**src/rtl/calc_pkg.sv**
```systemverilog
// Shared types, constants and digit decode for the operand entry front end.
package calc_pkg;

  typedef enum logic {ENTRY = 1'b0, ISSUE = 1'b1} state_t;

  localparam logic [3:0] MODE_ADD = 4'b0001;
  localparam logic [3:0] MODE_MUL = 4'b0010;
  localparam logic [3:0] MODE_SUB = 4'b0100;
  localparam logic [3:0] MODE_DIV = 4'b1000;

  localparam int DIGIT_W_DEF = 4;

  typedef struct packed {
    logic       ok;
    logic [3:0] val;
  } digit_t;

  // All-zero is digit 0, a single bit k is digit k+1, anything else is rejected.
  function automatic digit_t decode_digit(input logic [8:0] n);
    digit_t d;
    d.ok  = 1'b1;
    d.val = 4'd0;
    if ((n & (n - 9'd1)) != 9'd0) begin
      d.ok = 1'b0;
    end else begin
      for (int k = 0; k < 9; k++) begin
        if (n[k]) d.val = 4'(k + 1);
      end
    end
    return d;
  endfunction

endpackage

```
**src/rtl/button_conditioner.sv**
```systemverilog
// Raw push-button to single-cycle accept pulse: 2-flop sync, optional debounce, rising edge.
// Debounce counter is built only when OPERAND_ENTRY_DEBOUNCE_EN is defined.
module button_conditioner #(
  parameter int DEBOUNCE_CYCLES = 250000
) (
  input  logic clk,
  input  logic rst_n,
  input  logic raw,
  output logic accept
);

  logic s1, s2;
  logic w1, w2;
  logic armed;

  // armed only goes high once a genuine low level has come through the
  // synchronizer, so a button held across reset cannot produce an accept
  always_ff @(posedge clk or negedge rst_n) begin
    if (!rst_n) begin
      s1    <= 1'b0;
      s2    <= 1'b0;
      w1    <= 1'b0;
      w2    <= 1'b0;
      armed <= 1'b0;
    end else begin
      s1    <= raw;
      s2    <= s1;
      w1    <= 1'b1;
      w2    <= w1;
      armed <= armed | (w2 & ~s2);
    end
  end

`ifdef OPERAND_ENTRY_DEBOUNCE_EN
  localparam int CW = $clog2(DEBOUNCE_CYCLES + 1);

  logic [CW-1:0] cnt;
  logic          stable, stable_q;

  always_ff @(posedge clk or negedge rst_n) begin
    if (!rst_n) begin
      cnt      <= '0;
      stable   <= 1'b0;
      stable_q <= 1'b0;
    end else begin
      stable_q <= stable;
      if (s2 == stable) begin
        cnt <= '0;
      end else if (cnt == CW'(DEBOUNCE_CYCLES - 1)) begin
        cnt    <= '0;
        stable <= s2;
      end else begin
        cnt <= cnt + 1'b1;
      end
    end
  end

  assign accept = armed & stable & ~stable_q;
`else
  logic s2_q;

  always_ff @(posedge clk or negedge rst_n) begin
    if (!rst_n) s2_q <= 1'b0;
    else        s2_q <= s2;
  end

  assign accept = armed & s2 & ~s2_q;
`endif

endmodule

```
**src/rtl/operand_entry.sv**
```systemverilog
// Operand/operation entry stage with a valid/ready issue port to the functions stage.
// Button debounce is enabled by defining OPERAND_ENTRY_DEBOUNCE_EN.
module operand_entry
  import calc_pkg::*;
#(
  parameter int DEBOUNCE_CYCLES = 250000,
  parameter int DIGIT_W         = DIGIT_W_DEF
) (
  input  logic               clk,
  input  logic               rst_n,
  input  logic [8:0]         num,
  input  logic               loada,
  input  logic               loadb,
  input  logic [3:0]         mode,
  input  logic               go,
  input  logic               clr,
  output logic [DIGIT_W-1:0] a,
  output logic [DIGIT_W-1:0] b,
  output logic [3:0]         op_mode,
  output logic               valid,
  input  logic               ready,
  output logic               err
);

  logic [8:0] num_s1, num_s;
  logic [3:0] mode_s1, mode_s;

  always_ff @(posedge clk or negedge rst_n) begin
    if (!rst_n) begin
      num_s1  <= '0;
      num_s   <= '0;
      mode_s1 <= '0;
      mode_s  <= '0;
    end else begin
      num_s1  <= num;
      num_s   <= num_s1;
      mode_s1 <= mode;
      mode_s  <= mode_s1;
    end
  end

  logic loada_acc, loadb_acc, go_acc, clr_acc;

  button_conditioner #(.DEBOUNCE_CYCLES(DEBOUNCE_CYCLES)) u_loada (
    .clk(clk), .rst_n(rst_n), .raw(loada), .accept(loada_acc));
  button_conditioner #(.DEBOUNCE_CYCLES(DEBOUNCE_CYCLES)) u_loadb (
    .clk(clk), .rst_n(rst_n), .raw(loadb), .accept(loadb_acc));
  button_conditioner #(.DEBOUNCE_CYCLES(DEBOUNCE_CYCLES)) u_go (
    .clk(clk), .rst_n(rst_n), .raw(go), .accept(go_acc));
  button_conditioner #(.DEBOUNCE_CYCLES(DEBOUNCE_CYCLES)) u_clr (
    .clk(clk), .rst_n(rst_n), .raw(clr), .accept(clr_acc));

  state_t state, state_next;
  digit_t dig;
  logic   a_vld, b_vld;
  logic   go_ok;

  assign dig   = decode_digit(num_s);
  assign go_ok = a_vld && b_vld && $onehot(mode_s) &&
                 !((mode_s == MODE_DIV) && (b == '0));

  always_ff @(posedge clk or negedge rst_n) begin
    if (!rst_n) state <= ENTRY;
    else        state <= state_next;
  end

  always_comb begin
    state_next = state;
    if (clr_acc) begin
      state_next = ENTRY;
    end else begin
      unique case (state)
        ENTRY:   if (go_acc && go_ok) state_next = ISSUE;
        ISSUE:   if (ready)           state_next = ENTRY;
        default: state_next = ENTRY;
      endcase
    end
  end

  assign valid = (state == ISSUE);

  logic [DIGIT_W-1:0] a_n, b_n;
  logic [3:0]         op_n;
  logic               a_vld_n, b_vld_n, err_n;

  // Go is judged on the registered operands; a load in the same cycle only
  // affects the next issue, and a bad digit still flags err.
  always_comb begin
    a_n     = a;
    b_n     = b;
    a_vld_n = a_vld;
    b_vld_n = b_vld;
    op_n    = op_mode;
    err_n   = err;
    if (clr_acc) begin
      a_n     = '0;
      b_n     = '0;
      a_vld_n = 1'b0;
      b_vld_n = 1'b0;
      op_n    = '0;
      err_n   = 1'b0;
    end else if (state == ENTRY) begin
      if (go_acc) begin
        if (go_ok) begin
          op_n  = mode_s;
          err_n = 1'b0;
        end else begin
          err_n = 1'b1;
        end
      end
      if (loada_acc || loadb_acc) begin
        if (dig.ok) begin
          if (loada_acc) begin
            a_n     = DIGIT_W'(dig.val);
            a_vld_n = 1'b1;
          end
          if (loadb_acc) begin
            b_n     = DIGIT_W'(dig.val);
            b_vld_n = 1'b1;
          end
        end else begin
          err_n = 1'b1;
        end
      end
    end
  end

  always_ff @(posedge clk or negedge rst_n) begin
    if (!rst_n) begin
      a       <= '0;
      b       <= '0;
      a_vld   <= 1'b0;
      b_vld   <= 1'b0;
      op_mode <= '0;
      err     <= 1'b0;
    end else begin
      a       <= a_n;
      b       <= b_n;
      a_vld   <= a_vld_n;
      b_vld   <= b_vld_n;
      op_mode <= op_n;
      err     <= err_n;
    end
  end

endmodule

```
**config.mk**
```make
export PLATFORM = sky130hd
export DESIGN_NAME = operand_entry
export DESIGN_NICKNAME = d
export VERILOG_FILES = /design/src/rtl/calc_pkg.sv /design/src/rtl/button_conditioner.sv /design/src/rtl/operand_entry.sv
export SDC_FILE = /design/constraint.sdc
export NUM_CORES = 1
export LEC_CHECK = 0
export ABC_AREA = 1
export BUFFER_PORTS_ARGS = -buffer_cell sky130_fd_sc_hd__buf_2
export CORE_MARGIN = 4
export CORE_UTILIZATION = 45
export DETAILED_ROUTE_END_ITERATION = 10
export GPL_TIMING_DRIVEN = 1
export PLACE_DENSITY_LB_ADDON = 0.08
export SLEW_MARGIN = 40
export SYNTH_ARGS = -nofsm -noshare
export SYNTH_HDL_FRONTEND = slang
export SYNTH_SLANG_ARGS = --single-unit
export TNS_END_PERCENT = 5
```
**constraint.sdc**
```tcl
create_clock -name clk -period 4.5 [get_ports clk]
set_input_delay 0.9 -clock clk [delete_from_list [all_inputs] [get_ports clk]]
set_output_delay 0.9 -clock clk [all_outputs]
set_load 0.01 [all_outputs]
```
==> results.yml <==
synthesis:
  syn_nets: 218
  yosys_warnings: 0
  synth_cells: 194
  ys.flop_type: "dfrtp_1"
  synth_top_area_cell: "dfrtp_1"
  yosysSeqAreaShare_pct: 68.4
  synth_cell_type_count: 25
  post_synth.cell_area_avg_um2: 11.3
  synth_edf_count: 0
  async_reset_ff_share_pct: 100
  synth_top_area_share_pct: 68.4
  synthesis.area_mm2: 0.00219
  ys_ff_latch: 60
  synthTopCellsByArea: "dfrtp_1 (68%), nand2_1 (6.8%), inv_1 (3.2%), nand3_1 (3.0%), nor2_1 (2.4%)"
place:
  globalplace.congestion: 0.839
  post-dp-hpwl_um: 2580
  portBuffers: 33
  dpl-instance-area_mm2: 0.00245
timing:
  fmax_ghz: 0.405
  period_share_pct: 54.8
  setup_viol: 0
  fin_setup_tns_ns: 0
  period_minus_slack_ns: 2.47
  worst_slew_pin_slew_ns: 0.573
  rsz0062_at_grt: "no"
  finalMaxSlewViolations: 0
  clock_skew_ns: 0.00394
  hold_viol_final: 0
  slew-limit-headroom_pct: 61.6
job:
  drv_cap: 0
floorplan:
  die_y_um: 77.8
  core_mm2: 0.00472
  die_w_um: 77.8
  dieArea_mm2: 0.00606
  num_rows: 25
  start_util_pct: 46.5
  pin_count: 34
worst_setup_path:
  crit_chain: "inv_1 > fa_1 > inv_1 > ha_1 > ha_1 > nor2_1 > nand2_1 > nor3_1 > nand3_1 > nor2_1 > nand2_1 > o21ai_1"
  crit_path_start_kind: "flop"
  worst_ep_required_time_ns: 4.76
  critPathKind: "flop to flop"
  slowest_delay_ns: 0.54
  cp_num_buf_inv: 2
  cp_max_fo: 4
  endpoint_kind: "flop"
  cpLargestDelayFamily: "adder cells"
  cp.arrival_ns: 2.73
  cp_slowest_cell: "fa_1"
power:
  p_leak_nw: 1.33
  ir_drop_uv: 230
  power_density_mw_per_mm2: 403
routing:
  drtIter0Drc: 58
  viasPerCell: 4.57
  avgRoutedWirePerCell_um: 11.6
  first_pass_iters: 4
  met3WireLength_um: 239
  num_vias: 1417
  topRoutingLayerUsed: "met4"
  ant_nets: 0
  wl_met1_um: 1470
  wl_met2_um: 1770
  drt-total-wl_um: 3590
  drc_errors: 0
layout:
  fillers: 422
  final_area_mm2: 0.00264
  register_area_mm2: 0.00150
  n_antenna_cell: 0
  multi_input_area_um2: 607
  nets: 262
  drive_gt1_share_pct: 27.2
  syn2layout_area_growth_pct: 20.1
global_routing:
  antenna_found_initial: 0
  grt_max_degree: 61
  grt_use_total_pct: 14.1
  grt_pass1_wl_um: 6350
  gr-total-overflow: 0
  grt_pass1_vias: 1417
clock_tree:
  cts_max_level: 3
  cts_sinks: 60
  clk_pin_slew_ns: 0.07
  cts_inserted_buffers: 9
  cts-root-buf: "clkbuf_8"
  ctsResizeCount: 0
  insertion_delay_ns: 0.33
  cts_hold_buf: 0
  cts_tree: "done"
  max-clock-path-buffers: 2
  post_cts_buffers: 0
outcome:
  outcome: "complete, no violations"
hold_path:
  hold_path.class: "flop to flop"
power by group:
group / leakage [nW] / switching [W] / total [W] / internal, W
Clock: 0.0815 / 0.000217 / 0.000434 / 0.000218
Combinational: 0.523 / 0.0000376 / 0.0000582 / 0.0000205
Sequential: 0.721 / 0.00000989 / 0.000569 / 0.000559
metal layers:
metal	global-route usage [%]	up-vias
met5	0	-
met3	5.57	12
met2	22.5	36
met4	9.61	0
li1	-	701
met1	15.2	668
cells in the final DEF (no fill, tap or decap), types with 2 or more instances in the layout:
master / instances
dfrtp_1: 60
nand2_1: 40
buf_2: 33
inv_1: 19
nor2_1: 14
nand3_1: 13
clkbuf_8: 10
a21oi_1: 8
o21ai_1: 6
o21ai_0: 4
o21bai_1: 4
nor2_4: 4
clkinvlp_4: 4
inv_2: 3
ha_1: 3
nor3_1: 2
nor2_2: 2
nand4_2: 2
inv_6: 2
worst paths after layout:
kind / endpoint / startpoint / depth (start not counted) / slack [ns]
worst max-delay path: op_mode[3]$_DFFE_PN0P_ / mode_s[0]$_DFF_PN0_ / 12 / 2.03
worst min-delay path: num_s[3]$_DFF_PN0_ / num_s1[3]$_DFF_PN0_ / 0 / 0.35
worst max register to register: op_mode[3]$_DFFE_PN0P_ / mode_s[0]$_DFF_PN0_ / 12 / 2.03
worst min register to register: num_s[3]$_DFF_PN0_ / num_s1[3]$_DFF_PN0_ / 0 / 0.35
max in group asynchronous: num_s1[3]$_DFF_PN0_ / rst_n / 2 / 3.51
min in group asynchronous: a[1]$_DFFE_PN0P_ / rst_n / 2 / 0.61
cell type report:
cell class | count | area share, %
Clock buffer | 10 | 5.22
Clock inverter | 6 | 1.80
Inverter | 22 | 3.13
Multi-Input combinational cell | 111 | 23.0
Sequential cell | 60 | 57.0
Tap cell | 67 | 3.18
Timing Repair Buffer | 34 | 6.69
through the flow:
step / std cells / power (W) / util [%] / hold WS, ns / worst slack [ns]
3_3_place_gp: 294 / 0.000635 / 51.8 / 0.332 / 2.23
5_1_grt: 310 / 0.00112 / 55.8 / 0.337 / 1.78
6_report: 310 / 0.00106 / 55.8 / 0.347 / 2.03
3_5_place_dp: 294 / 0.000639 / 51.8 / 0.335 / 2.04
2_1_floorplan: 194 / 0.000609 / - / 0.331 / 2.31
4_1_cts: 310 / 0.00108 / 55.7 / 0.346 / 2.03
cell families after synthesis:
family                   share of synthesized area [%]
other                                            0.171
AO/OA/AOI/OAI                                     5.82
flip-flops                                        68.4
AND/OR/NAND/NOR                                   19.0
buffers and inverters                             3.93
adder cells (fa/ha/maj)                           2.62
Yosys cell counts (2+ instances only):
library cell / n
nor2_4: 4
o21ai_1: 6
ha_1: 3
nor3_1: 2
nor2_1: 14
o21ai_0: 4
inv_2: 3
nand3_1: 13
nand2_1: 40
inv_1: 19
o21bai_1: 4
a21oi_1: 8
nor2_2: 2
nand4_2: 2
dfrtp_1: 60
sequential cells by signal (all words and copies together), names as in the netlist, 4 cells and up:
name and cells:
a 4, b 4, mode_s 4, mode_s1 4, num_s 9, num_s1 9, op_mode 4
No activity file was read; power rests on OpenSTA's default activity.
